## src/rtl/edf_request_scheduler.sv

```systemverilog
// Earliest-deadline-first request arbiter: per-requester aging deadlines,
// minimum-remaining-time selection and a valid/ready grant handshake.
module edf_request_scheduler #(
    parameter int NB_REQ   = 4,
    parameter int DL_WIDTH = 16
) (
    input  logic                         clk,
    input  logic                         reset,
    input  logic [NB_REQ*DL_WIDTH-1:0]   period,
    input  logic [NB_REQ-1:0]            req_valid,
    output logic [NB_REQ-1:0]            req_ready,
    output logic                         grant_valid,
    output logic [$clog2(NB_REQ)-1:0]    grant_id,
    input  logic                         grant_ready,
    output logic [NB_REQ-1:0]            deadline_miss
);

    localparam int IDW = $clog2(NB_REQ);

    typedef enum logic [1:0] {
        S_IDLE,
        S_SELECT,
        S_GRANT
    } state_e;

    state_e                state_q, state_d;
    logic [NB_REQ-1:0]     pending_q, pending_d;
    logic [NB_REQ-1:0]     miss_q, miss_d;
    logic [DL_WIDTH-1:0]   rem_q [NB_REQ];
    logic [DL_WIDTH-1:0]   rem_d [NB_REQ];
    logic [IDW-1:0]        gid_q, gid_d;

    logic [IDW-1:0]        win_id;
    logic [DL_WIDTH-1:0]   win_rem;
    logic                  win_found;
    logic [NB_REQ-1:0]     gid_oh;
    logic                  hs;
    logic                  other_pend;

    assign gid_oh     = NB_REQ'(1) << gid_q;
    assign hs         = (state_q == S_GRANT) & grant_ready;
    assign other_pend = |(pending_q & ~gid_oh);

    // Strict less-than keeps the lowest index on equal deadlines
    always_comb begin
        win_id    = '0;
        win_rem   = '1;
        win_found = 1'b0;
        for (int i = 0; i < NB_REQ; i++) begin
            if (pending_q[i] && (!win_found || rem_q[i] < win_rem)) begin
                win_found = 1'b1;
                win_rem   = rem_q[i];
                win_id    = IDW'(i);
            end
        end
    end

    always_comb begin
        pending_d = pending_q;
        miss_d    = '0;
        for (int i = 0; i < NB_REQ; i++) begin
            rem_d[i] = rem_q[i];
            if (req_valid[i] && !pending_q[i]) begin
                pending_d[i] = 1'b1;
                rem_d[i]     = period[i*DL_WIDTH +: DL_WIDTH];
            end else if (pending_q[i]) begin
                if (rem_q[i] != '0) begin
                    rem_d[i] = rem_q[i] - DL_WIDTH'(1);
                end
                miss_d[i] = (rem_q[i] == DL_WIDTH'(1));
            end
        end
        if (hs) begin
            pending_d[gid_q] = 1'b0;
        end
    end

    always_comb begin
        gid_d = gid_q;
        if (state_q == S_SELECT && win_found) begin
            gid_d = win_id;
        end
    end

    always_ff @(posedge clk or posedge reset) begin
        if (reset) begin
            pending_q <= '0;
            miss_q    <= '0;
            gid_q     <= '0;
            for (int i = 0; i < NB_REQ; i++) begin
                rem_q[i] <= '0;
            end
        end else begin
            pending_q <= pending_d;
            miss_q    <= miss_d;
            gid_q     <= gid_d;
            for (int i = 0; i < NB_REQ; i++) begin
                rem_q[i] <= rem_d[i];
            end
        end
    end

    always_ff @(posedge clk or posedge reset) begin
        if (reset) begin
            state_q <= S_IDLE;
        end else begin
            state_q <= state_d;
        end
    end

    always_comb begin
        state_d = state_q;
        unique case (state_q)
            S_IDLE: begin
                if (|pending_q) state_d = S_SELECT;
            end
            S_SELECT: begin
                state_d = win_found ? S_GRANT : S_IDLE;
            end
            S_GRANT: begin
                if (grant_ready) state_d = other_pend ? S_SELECT : S_IDLE;
            end
            default: state_d = S_IDLE;
        endcase
    end

    always_comb begin
        grant_valid   = (state_q == S_GRANT);
        grant_id      = gid_q;
        req_ready     = hs ? gid_oh : '0;
        deadline_miss = miss_q;
    end

endmodule

```

## config.mk

```make
export PLATFORM = sky130hd
export DESIGN_NAME = edf_request_scheduler
export DESIGN_NICKNAME = d
export VERILOG_FILES = /design/src/rtl/edf_request_scheduler.sv
export SDC_FILE = /design/constraint.sdc
export NUM_CORES = 1
export LEC_CHECK = 0
export CAP_MARGIN = 10
export CORE_MARGIN = 5
export CORE_UTILIZATION = 50
export CTS_BUF_LIST = sky130_fd_sc_hd__clkbuf_4 sky130_fd_sc_hd__clkbuf_8
export DETAILED_ROUTE_END_ITERATION = 6
export HOLD_SLACK_MARGIN = 0.06
export PLACE_DENSITY = 0.73
export SETUP_SLACK_MARGIN = 0.05
export SLEW_MARGIN = 10
export SYNTH_ARGS = -nofsm -noshare
export SYNTH_HDL_FRONTEND = slang
export SYNTH_SLANG_ARGS = --single-unit
```

## constraint.sdc

```tcl
create_clock -name clk -period 10.9 [get_ports clk]
set_clock_uncertainty 0.1 [all_clocks]
set_input_delay 1.09 -clock clk [delete_from_list [all_inputs] [get_ports clk]]
set_output_delay 1.09 -clock clk [all_outputs]
set_load 0.005 [all_outputs]
```

==> results.toml <==
[synth]
ys.flop_type = "dfrtp_1"
synthArstFlopShare = 1.000
yosys_warnings = 0
synth.area.top_cells = "dfrtp_1 31%, ha_1 10%, a21oi_1 7.1%, o21ai_0 5.7%, nor2_1 4.7%"
syn_inst = 766
synth.largest_area_cell = "dfrtp_1"
syn_area_per_cell_um2 = 8.095
synth_seq_cells = 76
synth_nets = 888
ys_seq_area_frac = 0.3067
syn_area_um2 = 6201
synth_edf_count = 0
yosysTopAreaCellShare = 0.3067
synth_cell_types = 70

[job]
cap_violations = 0

[global_routing]
grt_start_max_net_pins = 77
first_global_vias = 6061
grtUsageTotal = 0.2549
grt-ovfl-total = 0
grt_pass1_wl_mm = 30.04
antenna_found_initial = 0

[power]
total_power_mw = 2.374
p_leak_nw = 3.050
comb_power_share = 0.624
ir_worst_vdd_v = 0.0001762
p_sw_mw = 1.177
seqPwrFrac = 0.269
power.density_nw_per_um2 = 323.9
power.share.clock = 0.107
power.internal_mw = 1.196
switching_share = 0.4960

[critical_path]
critical_path_required_ps = 11110
timing.rr.end = "grant_id[0]"
worst_setup_path_start_kind = "register"
reg2reg_depth = 24
worstPathArrival_ps = 7060
path_cells = "nor2b_1 > ha_1 > a21oi_1 > o21ai_0 > a221o_1 > a211o_2 > mux2_2 > ha_1 > nand4_1 > o21bai_1 > nor3_1 > o41ai_1 > o311ai_4 > buf_4 > nor2_1 > a21oi_1 > ha_1 > a21o_1 > a21o_1 > a21oi_1 > o211ai_1 > a2111oi_0 > a22oi_1 > o22ai_1"
crit_type = "register to register"
worstSetupEndpoint = "grant_id[0]"
slowest_delay_ps = 960
r2r_slack_ps = 4050
reg2reg_from = "pending_q[0]"
cp-end-kind = "register"
worst-path-max-fanout = 36
crit_path_start = "pending_q[0]"
slowest_stage = "dfrtp_1"

[final_layout]
fin_cells = 1002
mostFrequentLayoutCell = "a21oi_1"
drive_gt1_frac = 0.08034
antenna_cells = 0
nets = 951
area_growth_pct = 18.16
layout_common_cells = "88 x a21oi_1, 81 x clkdlybuf4s50_1, 77 x nor2_1, 76 x dfrtp_1, 71 x o21ai_0"

[clocking]
cts_sinks = 76
clock_latency_ps = 380
htreeDepth = 3
root_buffer = "clkbuf_8"
cts.clk_slew.worst_paths_ps = 90
cts_tree = "yes"
cts_hold_buf = 0
cts_setup_buffers = 0
cts_buffers = 9
cts_resized = 0
clockBufferDepth = 2

[outcome]
run_status = "complete, no violations"

[floorplanning]
io_pins = 82
coreArea_um2 = 12060
fp.dieArea_um2 = 14730
rows = 40
start_util = 0.5141
die_y_um = 121.4
dieWidth_um = 121.4

[drt]
drt_iter0_markers = 540
vias_per_cell = 6.164
drt_first_pass_iters = 5
antenna_left = 0
vias = 6176
wl_mm = 18.40
wl_per_cell_um = 18.36
drcViolationCount = 0

[place]
numPortBuffers = 81
dp_hpwl_mm = 13.87
dp.cells = 986
gp_congestion = 0.9442

[sta]
finalCritPeriodShare = 0.6281
maxSlewViolCount = 0
rsz0062_at_grt = "false"
period_minus_slack_ps = 6847
fin_setup_tns_ps = 0
fin_hold_ws_ps = 393.4
slew_headroom = 0.3013
tightest_slew_ps = 1043
hold_viol = 0
setup_violations = 0
fmax_ghz = 0.1461

[hold_path]
min_path_cells = 1
hold_path.class = "register to register"
-- cells in the mapped netlist (6+ instances only) --
| library cell | instances |
|---|---|
| a21oi_1 | 88 |
| nor2_1 | 77 |
| dfrtp_1 | 76 |
| o21ai_0 | 71 |
| nand2_1 | 52 |
| ha_1 | 51 |
| inv_1 | 35 |
| nor3_1 | 32 |
| clkbuf_1 | 28 |
| nor2b_1 | 22 |
| o22ai_1 | 18 |
| nand3_1 | 14 |
| a22oi_1 | 13 |
| mux2_2 | 13 |
| nand2b_1 | 11 |
| nor4_1 | 11 |
| a21oi_2 | 10 |
| a211oi_1 | 9 |
| a21o_1 | 9 |
| or3_1 | 9 |
| nand3b_1 | 6 |
-- routing by layer --
layer,share of wire,vias to the layer above,GRT usage
met5,0,-,0
met4,0.026,0,0.1078
met3,0.046,39,0.04056
li1,-,2963,-
met2,0.50,192,0.4363
met1,0.43,2982,0.3176
-- registers in the layout (all words and copies together) (netlist names) --
signal / count
rem_q: 64
deadline_miss: 4
pending_q: 4
grant_id: 2
state_q: 2
-- power by group through the flow --
stage | combinational, mW | clock [mW] | sequential [mW]
global route | 1.67 | 0.268 | 0.656
detailed placement | 1.46 | 0 | 0.636
finish | 1.48 | 0.253 | 0.639
CTS | 1.47 | 0.257 | 0.633
floorplan | 1.18 | 0 | 0.543
global placement | 1.40 | 0 | 0.634
-- cell families after synthesis --
family,after synthesis,share of synthesized area
compound gates,272,0.2768
xor+xnor,4,0.005651
flops,76,0.3067
mux,18,0.03168
buf+inv,72,0.04943
simple gates,272,0.2250
fa+ha+maj,52,0.1047
-- worst max-delay path: cells and delay by family, from the launching register on --
family,cells,cell delay [ps]
compound gates,15,3490
flops,1,960
fa+ha+maj,3,900
simple gates,4,630
mux,1,370
buf+inv,1,290
-- stage by stage --
step | worst slack (ps) | utilization | cell area, µm²
after floorplan | 4752 | - | 6201
after global placement | 4335 | 0.5892 | 7107
after detailed placement | 4123 | 0.5892 | 7107
after CTS | 4110 | 0.6075 | 7327
after global routing | 3443 | 0.6075 | 7327
final | 4053 | 0.6075 | 7327
-- layout make-up --
cell class	count	area [µm²]
clock buffer	11	145.1
clock inverter	5	75.07
fill	1086	4735
inverter	35	131.4
multi-input combinational	618	3993
sequential	76	1902
tap	168	210.2
timing repair buffer	89	870.8
-- worst min-delay path by stage --
stage	startpoint	to	slack [ps]
6_report	state_q[0]	state_q[0]	390
2_1_floorplan	state_q[0]	state_q[0]	340
4_1_cts	state_q[0]	state_q[0]	390
3_3_place_gp	state_q[0]	state_q[0]	360
5_1_grt	state_q[0]	state_q[0]	420
3_5_place_dp	state_q[0]	state_q[0]	380
Note: power is estimated with default switching activity, not from simulation.
